### src/rtl/db_key_extract.sv
// Passive tap on a 64-bit Ethernet/IPv4/UDP receive stream: one 96-bit lookup key per qualifying frame.
// Define DB_KEY_STATS_EN to add saturating rx/key/skip frame counters.
module db_key_extract #(
    parameter int                   DATA_W    = 64,
    parameter int                   KEY_SIZE  = 96,
    parameter int                   FLAG_SIZE = 4,
    parameter logic [FLAG_SIZE-1:0] OP_LOOKUP = 4'h1,
    parameter int                   CNT_W     = 32
) (
    input  logic                  clk,
    input  logic                  rst,
    input  logic [DATA_W-1:0]     s_tdata,
    input  logic [DATA_W/8-1:0]   s_tkeep,
    input  logic                  s_tvalid,
    input  logic                  s_tlast,
    output logic                  s_tready,
    output logic [KEY_SIZE-1:0]   key_out,
    output logic [FLAG_SIZE-1:0]  flag_out,
    output logic                  key_valid
`ifdef DB_KEY_STATS_EN
    ,
    output logic [CNT_W-1:0]      stat_rx,
    output logic [CNT_W-1:0]      stat_key,
    output logic [CNT_W-1:0]      stat_skip
`endif
);

    typedef enum logic [2:0] {
        ST_IDLE = 3'd0,
        ST_B1   = 3'd1,
        ST_B2   = 3'd2,
        ST_B3   = 3'd3,
        ST_B4   = 3'd4,
        ST_SKIP = 3'd5
    } state_t;

    state_t                 state_q, state_d;
    logic [31:0]            src_ip_q, src_ip_d;
    logic [15:0]            dst_hi_q, dst_hi_d;
    logic [KEY_SIZE-1:0]    key_q, key_d;
    logic [FLAG_SIZE-1:0]   flag_q, flag_d;
    logic                   kv_q, kv_d;
    logic                   key_done_q, key_done_d;

    logic beat, frame_end;
    logic hdr_eth_ok, hdr_proto_ok, tail_keep_ok;
    logic cap_ip, emit, skip_evt;
    logic unused_keep;

    assign s_tready     = 1'b1;
    assign beat         = s_tvalid;
    assign frame_end    = s_tvalid & s_tlast;
    // Header fields as they fall on the 64-bit beat grid (byte 0 on the MSB lane).
    assign hdr_eth_ok   = (s_tdata[31:16] == 16'h0800) && (s_tdata[15:8] == 8'h45);
    assign hdr_proto_ok = (s_tdata[7:0] == 8'd17);
    assign tail_keep_ok = &s_tkeep[7:2];
    assign unused_keep  = ^s_tkeep[1:0];

    assign key_out   = key_q;
    assign flag_out  = flag_q;
    assign key_valid = kv_q;

    always_ff @(posedge clk or posedge rst) begin
        if (rst) begin
            state_q    <= ST_IDLE;
            src_ip_q   <= '0;
            dst_hi_q   <= '0;
            key_q      <= '0;
            flag_q     <= '0;
            kv_q       <= 1'b0;
            key_done_q <= 1'b0;
        end else begin
            state_q    <= state_d;
            src_ip_q   <= src_ip_d;
            dst_hi_q   <= dst_hi_d;
            key_q      <= key_d;
            flag_q     <= flag_d;
            kv_q       <= kv_d;
            key_done_q <= key_done_d;
        end
    end

    always_comb begin
        state_d = state_q;
        if (beat) begin
            case (state_q)
                ST_IDLE: state_d = s_tlast ? ST_IDLE : ST_B1;
                ST_B1: begin
                    if (s_tlast)          state_d = ST_IDLE;
                    else if (!hdr_eth_ok) state_d = ST_SKIP;
                    else                  state_d = ST_B2;
                end
                ST_B2: begin
                    if (s_tlast)            state_d = ST_IDLE;
                    else if (!hdr_proto_ok) state_d = ST_SKIP;
                    else                    state_d = ST_B3;
                end
                ST_B3:   state_d = s_tlast ? ST_IDLE : ST_B4;
                ST_B4:   state_d = s_tlast ? ST_IDLE : ST_SKIP;
                ST_SKIP: state_d = s_tlast ? ST_IDLE : ST_SKIP;
                default: state_d = ST_IDLE;
            endcase
        end
    end

    // A frame that already produced its key may still trail beats through SKIP; that end is not a skip.
    always_comb begin
        cap_ip   = beat && (state_q == ST_B3);
        emit     = beat && (state_q == ST_B4) && tail_keep_ok;
        skip_evt = frame_end && !emit && !((state_q == ST_SKIP) && key_done_q);
    end

    always_comb begin
        src_ip_d   = src_ip_q;
        dst_hi_d   = dst_hi_q;
        key_d      = key_q;
        flag_d     = flag_q;
        kv_d       = emit;
        key_done_d = key_done_q;
        if (cap_ip) begin
            src_ip_d = s_tdata[47:16];
            dst_hi_d = s_tdata[15:0];
        end
        if (emit) begin
            key_d  = {src_ip_q, dst_hi_q, s_tdata[63:48], s_tdata[31:16], 16'h0000};
            flag_d = OP_LOOKUP;
        end
        if (frame_end)
            key_done_d = 1'b0;
        else if (emit)
            key_done_d = 1'b1;
    end

`ifdef DB_KEY_STATS_EN
    logic [CNT_W-1:0] stat_rx_q, stat_rx_d;
    logic [CNT_W-1:0] stat_key_q, stat_key_d;
    logic [CNT_W-1:0] stat_skip_q, stat_skip_d;

    function automatic logic [CNT_W-1:0] sat_inc(input logic [CNT_W-1:0] v, input logic en);
        if (en && !(&v))
            return v + CNT_W'(1);
        return v;
    endfunction

    always_comb begin
        stat_rx_d   = sat_inc(stat_rx_q, frame_end);
        stat_key_d  = sat_inc(stat_key_q, kv_q);
        stat_skip_d = sat_inc(stat_skip_q, skip_evt);
    end

    always_ff @(posedge clk or posedge rst) begin
        if (rst) begin
            stat_rx_q   <= '0;
            stat_key_q  <= '0;
            stat_skip_q <= '0;
        end else begin
            stat_rx_q   <= stat_rx_d;
            stat_key_q  <= stat_key_d;
            stat_skip_q <= stat_skip_d;
        end
    end

    assign stat_rx   = stat_rx_q;
    assign stat_key  = stat_key_q;
    assign stat_skip = stat_skip_q;
`else
    logic unused_skip;
    assign unused_skip = skip_evt;
`endif

endmodule

### config.mk
export PLATFORM = sky130hd
export DESIGN_NAME = db_key_extract
export DESIGN_NICKNAME = d
export VERILOG_FILES = /design/src/rtl/db_key_extract.sv
export SDC_FILE = /design/constraint.sdc
export NUM_CORES = 1
export LEC_CHECK = 0
export ABC_CLOCK_PERIOD_IN_PS = 5000
export CORE_MARGIN = 3
export CORE_UTILIZATION = 57
export DETAILED_ROUTE_END_ITERATION = 6
export DONT_BUFFER_PORTS = 1
export GPL_ROUTABILITY_DRIVEN = 0
export PLACE_DENSITY = 0.78
export SLEW_MARGIN = 20
export SYNTH_ARGS = -nofsm -noshare
export SYNTH_HDL_FRONTEND = slang
export SYNTH_SLANG_ARGS = --single-unit
### constraint.sdc
create_clock -name clk -period 5 [get_ports clk]
set_clock_uncertainty 0.2 [all_clocks]
set_input_delay 1 -clock clk [delete_from_list [all_inputs] [get_ports clk]]
set_output_delay 1 -clock clk [all_outputs]
set_load 0.03 [all_outputs]
==> metrics <==
most numerous cell in the Yosys netlist dfrtp_1; pin count of the biggest net entering global routing 99; setup tns final 0 ns; Post CTS Setup Buffer Count 0; initial antenna violation count 0; clock buffer count from CTS 17; Pwr Density 396 mW/mm^2; worst hold endpoint key_out[64]; detailed-route DRC error count 0; Seq cells post-synth 133; post-route design area 0.00586 sq mm; clk_lat worst skew 0.49 ns; Setup-failing EPs final 0; routed wire length 9.29 mm; hold buffers post-CTS 0; Max IR drop VDD 290 uV; number of nets in the layout 414; Post-CTS Resized 0; placed insts 445; Setup WS post-layout 2.54 ns; main combinational cell family by area after synthesis multiplexers; initial DRC count 79; worst hold slack 0.299 ns; Final Power 2.32 mW; layout cells sized above 1 0.476; Syn Std Cell Area 0.00541 sq mm; Die Ht 103 um; num rows 34; chip width 103 um; Synth cell types 29; Primary FF master, synth dfrtp_1; gr ovfl total 0; crit end category register; CP Launch Type register; WHS Path Cells 1; CTS clock-pin slew for the worst setup and hold paths 0.06 ns; Final Hold Violating Endpoints 0; Die Area 0.0107 sq mm; worst hold start src_ip_q[0]; final slew viol count 0; FF-to-FF path depth 4; post-synthesis simple-gate area fraction 0.0310; H-tree depth 4; port buffer count 0; min cycle time layout 2.46 ns; Compound-Gate Fraction of Synth Area 0.00949; CP Class reg2reg; Non-Filler Instances 477; DP Worst Slack 2.06 ns; fmax 406 MHz; Ant. Diodes 0; fraction of registers with async set/reset 1.00; MaxCap Viol Count 0; top cells by area, synth dfrtp_1 (62%), mux2_2 (25%), buf_12 (3.0%), buf_4 (2.8%), mux2_4 (2.8%); First-pass DRT Iterations 3; Routed Antenna Nets 0; Post-Synth XOR/XNOR Area 0; Post-synth top cells dfrtp_1 (133), mux2_2 (118), buf_4 (20), mux2_4 (10), buf_12 (8); total track usage 0.176; Synth Warn # 0; crit-path max FO 63; Critical R2R Capture key_out[59]; Vias 2607; Synth Area in Adders 0; Yosys top cell area share 0.616; Bufs on Longest Clock Path 2; min-delay worst type reg2reg; Initial Util 0.602; status finished, final reports clean; dpl hpwl 6.32 mm; leading area contributor after synthesis dfrtp_1; worst slew pin tran 0.877 ns; post-placement cell area 0.00532 sq mm; # fillers 646; sequential element share of the synthesized area 0.616; Pleak 2.98 nW; R2R setup slack 2.54 ns; Core Util, Final 0.653; Core Region 0.00898 sq mm; Root Driver clkbuf_8; mux contribution to synthesized area 0.274; # IOs 178; first-pass GRT wire length 14.3 mm; unrepaired setup endpoints after global routing false; Area growth syn-to-layout 8.40%; vias in the first global route 2815; Worst EP arrival 2.63 ns; via-per-instance ratio 5.47; Final Cycle Share 0.492; clock sink total 133; wire length per cell 19.5 um; CP required 5.17 ns; synthesized area per cell 16.3 sq um; Cells after Synth 332; EDFF count, synth 0; Max-Slew Margin vs Limit 0.416; TritonCTS clock tree done; reg-to-reg critical path startpoint state_q[0]
registers in the layout, summed over array words and instances (netlist names):
name and cells:
state_q 3, key_valid 1, flag_out 1, src_ip_q 32
dst_hi_q 16, key_out 80
layout make-up:
class                   instances  area (sq um)  area share
flip-flops and latches        133          3330       0.568
clock buffers                  18           418      0.0713
inverters                       2          12.5     0.00214
multi-input cells             180          1790       0.305
clock inverters                14           126      0.0216
well taps                     126           158      0.0269
repair buffers                  4          30.0     0.00512
critical path, cell delays in order (launching register included):
cell and delay, ns:
dfrtp_1 0.46, nand4b_1 0.27, nor4b_4 0.26, buf_4 0.66
mux2_2 0.42
how the worst max path moves through the flow:
| stage | from | endpoint | slack [ns] | cells after the start |
|---|---|---|---|---|
| finish | state_q[0] | key_out[59] | 2.54 | 4 |
| global route | state_q[0] | key_out[17] | 2.45 | 4 |
| CTS | state_q[0] | key_out[24] | 2.54 | 4 |
| detailed placement | s_tkeep[6] | key_out[24] | 2.06 | 4 |
| global placement | s_tkeep[6] | key_out[19] | 2.12 | 4 |
| floorplan | rst | dst_hi_q[0] | 0.25 | 1 |
cells by family after synthesis:
kind of cell,Yosys count
AND/OR/NAND/NOR,25
multiplexers,128
buffers and inverters,37
other,2
flip-flops,133
AO/OA/AOI/OAI,7
where the power goes:
| group | total [mW] | switching [mW] | internal [mW] |
|---|---|---|---|
| Sequential | 1.13 | 0.0403 | 1.09 |
| Clock | 1.12 | 0.454 | 0.662 |
| Combinational | 0.0717 | 0.0506 | 0.0211 |
placed cells by master (no fill, tap or decap), types with 4 or more instances in the layout:
cell,n
buf_4,4
clkbuf_16,16
clkinvlp_4,5
conb_1,20
dfrtp_1,133
inv_6,5
mux2_2,118
mux2_4,10
nor2_1,4
nor4b_1,4
metal layers:
metal / wire length, um / global-route usage / up-vias
li1: - / - / 1154
met5: 0 / 0 / -
met3: 841 / 0.0704 / 4
met2: 4840 / 0.283 / 100
met4: 52 / 0.0608 / 0
met1: 3560 / 0.216 / 1349
No activity file was read; power rests on OpenSTA's default activity.
